`src/rtl/io_share_arbiter.sv`:
```
// io_share_arbiter: hands a shared bank of user I/O pads back and forth
// between the GPIO controller and the simplebus external-bus master.
// Every handover tristates all pads for a turnaround window. A minimum-hold
// timer keeps a toggling request from thrashing ownership.
module io_share_arbiter #(
  parameter int NPINS       = 19,
  parameter int TURN_CYCLES = 2,
  parameter int HOLD_MIN    = 4
) (
  input  logic             wb_clk_i,
  input  logic             wb_rst_i,
  input  logic             bus_req,
  input  logic [NPINS-1:0] gpio_out,
  input  logic [NPINS-1:0] gpio_dir,
  input  logic [NPINS-1:0] bus_pin_out,
  input  logic [NPINS-1:0] bus_pin_oeb,
  output logic [NPINS-1:0] io_out,
  output logic [NPINS-1:0] io_oeb,
  output logic             bus_gnt,
  output logic             gpio_gnt,
  output logic             turning
);

  localparam int TW = $clog2(TURN_CYCLES) + 1;
  localparam int HW = $clog2(HOLD_MIN) + 1;

  localparam logic [TW-1:0] TURN_LOAD = TW'(TURN_CYCLES - 1);
  localparam logic [HW-1:0] HOLD_LOAD = HW'(HOLD_MIN - 1);
  localparam logic [TW-1:0] TURN_ONE  = TW'(1);
  localparam logic [HW-1:0] HOLD_ONE  = HW'(1);

  typedef enum logic [1:0] {
    GPIO         = 2'd0,
    TURN_TO_BUS  = 2'd1,
    BUS          = 2'd2,
    TURN_TO_GPIO = 2'd3
  } state_t;

  state_t           state, state_nxt;
  logic [TW-1:0]    turn_cnt, turn_nxt;
  logic [HW-1:0]    hold_cnt, hold_nxt;
  logic [NPINS-1:0] pad_out_nxt, pad_oeb_nxt;

  // State, counters and pad registers all update on the same edge, so the
  // pads always reflect the owner that the state register now names.
  always_ff @(posedge wb_clk_i) begin
    if (wb_rst_i) begin
      state    <= GPIO;
      turn_cnt <= '0;
      hold_cnt <= '0;
      io_out   <= '0;
      io_oeb   <= '1;
    end else begin
      state    <= state_nxt;
      turn_cnt <= turn_nxt;
      hold_cnt <= hold_nxt;
      io_out   <= pad_out_nxt;
      io_oeb   <= pad_oeb_nxt;
    end
  end

  // Ownership sequencing: a handover starts only once the hold timer has
  // expired, and a turnaround always runs to completion once started.
  always_comb begin
    state_nxt = state;
    turn_nxt  = turn_cnt;
    hold_nxt  = hold_cnt;
    case (state)
      GPIO: begin
        if (bus_req && (hold_cnt == '0)) begin
          state_nxt = TURN_TO_BUS;
          turn_nxt  = TURN_LOAD;
        end else if (hold_cnt != '0) begin
          hold_nxt = hold_cnt - HOLD_ONE;
        end
      end
      TURN_TO_BUS: begin
        if (turn_cnt == '0) begin
          state_nxt = BUS;
          hold_nxt  = HOLD_LOAD;
        end else begin
          turn_nxt = turn_cnt - TURN_ONE;
        end
      end
      BUS: begin
        if (!bus_req && (hold_cnt == '0)) begin
          state_nxt = TURN_TO_GPIO;
          turn_nxt  = TURN_LOAD;
        end else if (hold_cnt != '0) begin
          hold_nxt = hold_cnt - HOLD_ONE;
        end
      end
      TURN_TO_GPIO: begin
        if (turn_cnt == '0) begin
          state_nxt = GPIO;
          hold_nxt  = HOLD_LOAD;
        end else begin
          turn_nxt = turn_cnt - TURN_ONE;
        end
      end
      default: begin
        state_nxt = GPIO;
      end
    endcase
  end

  // Pad values are chosen by the state being entered, so a turnaround
  // tristates the pads on the very edge that begins it.
  always_comb begin
    pad_out_nxt = '0;
    pad_oeb_nxt = '1;
    case (state_nxt)
      GPIO: begin
        pad_out_nxt = gpio_out;
        pad_oeb_nxt = ~gpio_dir;
      end
      BUS: begin
        pad_out_nxt = bus_pin_out;
        pad_oeb_nxt = bus_pin_oeb;
      end
      default: begin
        pad_out_nxt = '0;
        pad_oeb_nxt = '1;
      end
    endcase
  end

  // Status flags decode the current state, lining up with the pad registers.
  always_comb begin
    gpio_gnt = (state == GPIO);
    bus_gnt  = (state == BUS);
    turning  = (state == TURN_TO_BUS) || (state == TURN_TO_GPIO);
  end

endmodule

```
`config.mk`:
```
export PLATFORM = sky130hd
export DESIGN_NAME = io_share_arbiter
export DESIGN_NICKNAME = d
export VERILOG_FILES = /design/src/rtl/io_share_arbiter.sv
export SDC_FILE = /design/constraint.sdc
export NUM_CORES = 1
export LEC_CHECK = 0
export ABC_AREA = 1
export ABC_CLOCK_PERIOD_IN_PS = 1700
export BUFFER_PORTS_ARGS = -buffer_cell sky130_fd_sc_hd__buf_2
export CAP_MARGIN = 0
export CORE_MARGIN = 4
export CORE_UTILIZATION = 38
export CTS_CLUSTER_SIZE = 28
export DETAILED_ROUTE_END_ITERATION = 8
export HOLD_SLACK_MARGIN = 0.1
export PLACE_DENSITY = 0.86
export REMOVE_ABC_BUFFERS = 1
export SLEW_MARGIN = 15
export SYNTH_ARGS = -nofsm -noshare
export SYNTH_HDL_FRONTEND = slang
export SYNTH_SLANG_ARGS = --single-unit
export TNS_END_PERCENT = 50
```
`constraint.sdc`:
```
create_clock -name wb_clk_i -period 1.7 [get_ports wb_clk_i]
set_clock_uncertainty 0.2 [all_clocks]
set_input_delay 0.51 -clock wb_clk_i [delete_from_list [all_inputs] [get_ports wb_clk_i]]
set_output_delay 0.51 -clock wb_clk_i [all_outputs]
set_load 0.05 [all_outputs]
```
## Word level (Yosys, flattened, before mapping)

Cells that the tools add are included.

| word-level totals | value |
|---|---|
| bits in registers | 45 |
| bits of input ports | 79 |
| output and inout bits | 41 |
| logic and storage cells | 46 |

| cells by class | value |
|---|---|
| add/subtract/negate cells | 2 |
| equal/unequal tests | 10 |
| multiplexer cells | 16 |
| bitwise operators | 1 |
| reductions and logical operators | 12 |

Operators with widths:

| kind | count |
|---|---|
| $pmux W19 S2 | 2 |
| $not A19 Y19 | 1 |
| $mux W2 | 7 |
| $mux W3 | 4 |
| $pmux W3 S3 | 1 |
| $pmux W2 S4 | 1 |
| $eq A2 B2 Y1 const B | 3 |
| $logic_not A2 Y1 | 3 |
| $ne A2 B1 Y1 const B | 3 |
| $ne A2 B2 Y1 const B | 3 |
| $pmux W2 S3 | 1 |
| $reduce_and A3 Y1 | 2 |
| $logic_not A3 Y1 | 1 |
| $reduce_bool A3 Y1 | 1 |
| $sub A3 B1 Y3 const B | 1 |
| $eq A2 B1 Y1 const B | 1 |
| $logic_and A1 B1 Y1 | 2 |
| $reduce_or A2 Y1 | 1 |
| $sub A2 B1 Y2 const B | 1 |
| $logic_not A1 Y1 | 1 |
| $logic_or A1 B1 Y1 | 1 |

## Depth between registers and ports, before layout

| depth | value |
|---|---|
| word-level depth | 6 |
| gate-level depth with buffers | 10 |
| mapped depth without buffers | 10 |

## Worst setup path before layout

No wires, ideal clock.

| path | value |
|---|---|
| kind | flip-flop to flip-flop |
| start | reg state[0] |
| end | reg io_out[3] |
| library setup time | 0.070 ns |
| data arrival time | 1.579 ns |
| data required time | 1.430 ns |
| path slack | -0.149 ns |
| cell stages (with the launch flop) | 9 |
| path buffers | 3 |
| cells stage by stage | dfxtp_1 > buf_4 > nor2_2 > nand2_1 > nand3_2 > buf_4 > buf_6 > nand3_1 > a21oi_1 |

| on the way | value |
|---|---|
| longest elaborated chain between the ends | 4 |
| elaborated cells between the ends (all ways) | 12 |
| classes of those cells | 4 x eq/ne; 6 x mux; 2 x reduce/logical |

Ends and longest elaborated chain:

| what | line | RTL |
|---|---|---|
| start: declaration | 39 | `state_t state, state_nxt;` |
| start signal: assignment | 54 | `state <= state_nxt;` |
| $logic_not A2 Y1 (*) | n/a |  |
| net gpio_gnt | 20 | `output logic gpio_gnt,` |
| $pmux W2 S4 (*) | 68 | `case (state)` |
| $eq A2 B2 Y1 / $logic_not A2 Y1 (equally long branches) | 112 | `case (state_nxt)` |
| $pmux W19 S2 (*) | 112 |  |
| end signal: assignment | 57 | `io_out <= pad_out_nxt;` |
| end: declaration | 17 | `output logic [NPINS-1:0] io_out,` |

Mark *: on every way through the listed nets, which the timed path passes. The rest lies on a longest branch.
A chain may end at the register's enable or synchronous reset.

## Worst setup path after layout

| path | value |
|---|---|
| start | reg hold_cnt[1] |
| end | reg io_oeb[18] |

| on the way | value |
|---|---|
| longest elaborated chain between the ends | 6 |
| elaborated cells between the ends (all ways) | 9 |
| classes of those cells | 1 x eq/ne; 4 x mux; 4 x reduce/logical |

Ends and longest elaborated chain:

| what | line | RTL |
|---|---|---|
| start: declaration | 41 | `logic [HW-1:0] hold_cnt, hold_nxt;` |
| start signal: assignment | 56 | `hold_cnt <= hold_nxt;` |
| $logic_not A3 Y1 (*) | 70, 86 |  |
| $logic_and A1 B1 Y1, on equally long branches | 86, 70 |  |
| $mux W2, on equally long branches | 86, 70 |  |
| $pmux W2 S4 (*) | 68 |  |
| $eq A2 B2 Y1 / $logic_not A2 Y1 (equally long branches) | 112 |  |
| $pmux W19 S2 (*) | 112 |  |
| end signal: assignment | 58 | `io_oeb <= pad_oeb_nxt;` |
| end: declaration | 18 | `output logic [NPINS-1:0] io_oeb,` |

Every way passes the cells marked *; elsewhere a longest branch is shown, timed or not.

==> results.cfg <==
[sta]
max_slew_vio_count = 0
timing.final.crit_share_pct = 101
max-slew-margin-rel_pct = 82.4
max_freq_mhz = 583
rsz0062_at_grt = true
final_ws_setup_ns = -0.0165
worst_pin_slew_ns = 0.266
final-hold-violation-count = 0
final.min_clock_period_ns = 1.72
setup_viol = 5

[cells_and_area]
diodes = 0
drive_gt1_share_pct = 47.2
syn2layout_area_growth_pct = 52.4
num-nets-final = 450
final_area_um2 = 2960

[floorplan]
core_area_um2 = 4850
floorplan.initialDensity_pct = 40.1
placement_rows = 25
chipWidth_um = 79.5
ios = 120
fp.dieArea_um2 = 6330
fp.dieH_um = 79.5

[place]
placement.io_buffers = 119
dpl_worst_slack_ns = -0.107
detailed_place.area_um2 = 2690
globalplace.congestion = 0.789
hpwlAfterDp_mm = 4.16

[synth]
synthesis.area_per_instance_um2 = 7.81
post_synth_and_or_nand_nor_area_fraction_pct = 36.2
synth-xor-area-share_pct = 0.901
distinct_cell_type_count_of_the_synthesized_netlist = 19
syn-cell-area_um2 = 1940
synth_top_area_share_pct = 46.3
synthesis.yosys.warnings = 0
synth.mux.area_fraction_pct = 0
yosys.area.top_type = dfxtp_1
dominant_cells_by_area_after_synthesis = dfxtp_1, nand3_1, nand2_1
ys_seq_area_share_pct = 46.3
synth-compound-area-share_pct = 5.92
yosys_register_bits = 45
synth_cells = 249
synth_fa_ha_area_share_pct = 1.93
synth_top_family_by_area = simple AND/OR/NAND/NOR gates

[setup_path]
criticalPathCategory = reg2reg
worst_r2r_startpoint = hold_cnt[1]
critPathArrivalTime_ns = 1.70
worstSetupStartpointType = flop
critical_path_peak_fanout = 19
slowest_stage = dfxtp_1
worstPathBufferInverterCount = 2
critPathTopFamily = simple AND/OR/NAND/NOR gates
critPathMaxStageDelay_ns = 0.33
endpoint_required_time_on_the_critical_path_ns = 1.69
crit_path_launch = hold_cnt[1]
critical_path_cell_by_cell = inv_2 > ha_4 > ha_4 > nand2_2 > nand2_2 > nand3_4 > buf_12 > nand3b_1 > nand2_1 > nand2_1
critical_path.endpoint_type = flop

[route]
drt-total-wl_mm = 6.05
drt-pass1-iter-count = 6
drtAntennaViolNets = 0
vias_per_cell = 4.94
drt-initial-drc-count = 153
mean_routed_wirelength_per_cell_um = 13.9
drc = 0
detailroute.via_count = 2152

[clocking]
cts.reportedPaths.clkPinSlew_ns = 0.08
cts_num_sinks = 45
cts-htree-levels = 2
cts_buffer_depth = 2
clock_latency_ns = 0.29
tritoncts = done
root_buffer = clkbuf_8
cts_made_buffers = 5

[status]
run_status = complete, but fails checks
violations_in_the_final_reports = setup timing

[power]
power.share.switching_pct = 53.2
p_clk_share_pct = 8.1
total_switching_power_w = 0.00421
p_leak_nw = 1.45
intPower_w = 0.00370
power.share.sequential_pct = 21.5
power.share.combinational_pct = 70.4
irDropWorstVdd_uv = 1280
cellPowerDensity_nw_per_um2 = 2670

[min_path]
type_of_the_tightest_min_delay_check = reg2reg
worstHoldStart = hold_cnt[0]

[global_route]
globalRouteOverflowTotal = 0
global_route_wire_length_before_repair_mm = 9.63
grt_util_all_layers_pct = 19.3
grt_pass1_vias = 2116
pin_count_of_the_biggest_net_entering_global_routing = 23
grt_antenna_before_repair = 0

[job]
maxCapViolations = 0
## repair_timing
action,CTS,global route
setup buffers,4,0
endpoints found under the setup margin,43,43
resized for setup,27,14
pin swaps,7,6
gates cloned,2,0
hold buffers,0,0
## registers in the layout (all words and copies together), names as in the netlist
name	count
state	2
io_out	19
turn_cnt	2
io_oeb	19
hold_cnt	3
## stage by stage
stage                     TNS (ns)  cells  total power, W  utilization (%)  hold WS, ns
after global placement      -0.160    424         0.00648             55.5        0.210
after global routing         -2.51    436         0.00845             61.1        0.257
after detailed placement     -2.95    424         0.00663             55.5        0.238
final                      -0.0565    436         0.00791             61.1        0.232
after CTS                   -0.191    438         0.00805             61.2        0.237
after floorplan             -51.64    227         0.00523                -        0.203
## per-layer routing
layer / wire, um / GRT usage [%]
met3: 437 / 5.19
met1: 2400 / 22.3
met4: 88 / 5.50
met5: 0 / 0
met2: 3130 / 34.5
## power groups by stage
stage                     registers (W)  clock network, W  logic, W
after floorplan                 0.00333                 0   0.00190
after global placement          0.00168                 0   0.00480
after detailed placement        0.00169                 0   0.00493
after CTS                       0.00169          0.000655   0.00570
after global routing            0.00174          0.000706   0.00601
final                           0.00170          0.000638   0.00557
## Yosys cell counts (all sizes together)
cell / instances
dfxtp: 45
nand2: 53
buf: 17
ha: 3
xor2: 2
o21ai: 1
nand3: 59
a21oi: 22
clkbuf: 5
nor2: 12
inv: 11
nand3b: 19
## logic make-up after synthesis
| kind of cell | after synthesis |
|---|---|
| and+or+nand+nor | 143 |
| xor gates and xnor gates | 2 |
| DFF | 45 |
| buffers and inverters | 33 |
| AOI/OAI and AO/OA | 23 |
| adders and majority gates | 3 |
## area by class of cell
cell class | instances | area (um2)
Fill cell | 450 | 1890
Multi-Input combinational cell | 171 | 1010
Sequential cell | 45 | 911
Timing Repair Buffer | 134 | 827
Tap cell | 67 | 83.8
Clock buffer | 6 | 72.6
Inverter | 11 | 43.8
Clock inverter | 2 | 10.0
## cells in the final DEF, fill, tap and decap left out, drive strengths merged
master	Yosys	layout
clkinv	0	2
ha	3	3
clkbuf	5	6
nand2	53	53
nand3b	19	19
nor2	12	12
a21oi	22	22
dfxtp	45	45
buf	17	134
nand3	59	59
xor2	2	2
o21ai	1	1
inv	11	11
## path summary, 6_finish.rpt
check / end / slack (ns) / cells after the start
max: io_oeb[18] / -0.02 / 10
min: hold_cnt[0] / 0.23 / 1
max reg2reg: io_oeb[18] / -0.02 / 10
min reg2reg: hold_cnt[0] / 0.23 / 1
No activity file was read; power rests on OpenSTA's default activity.
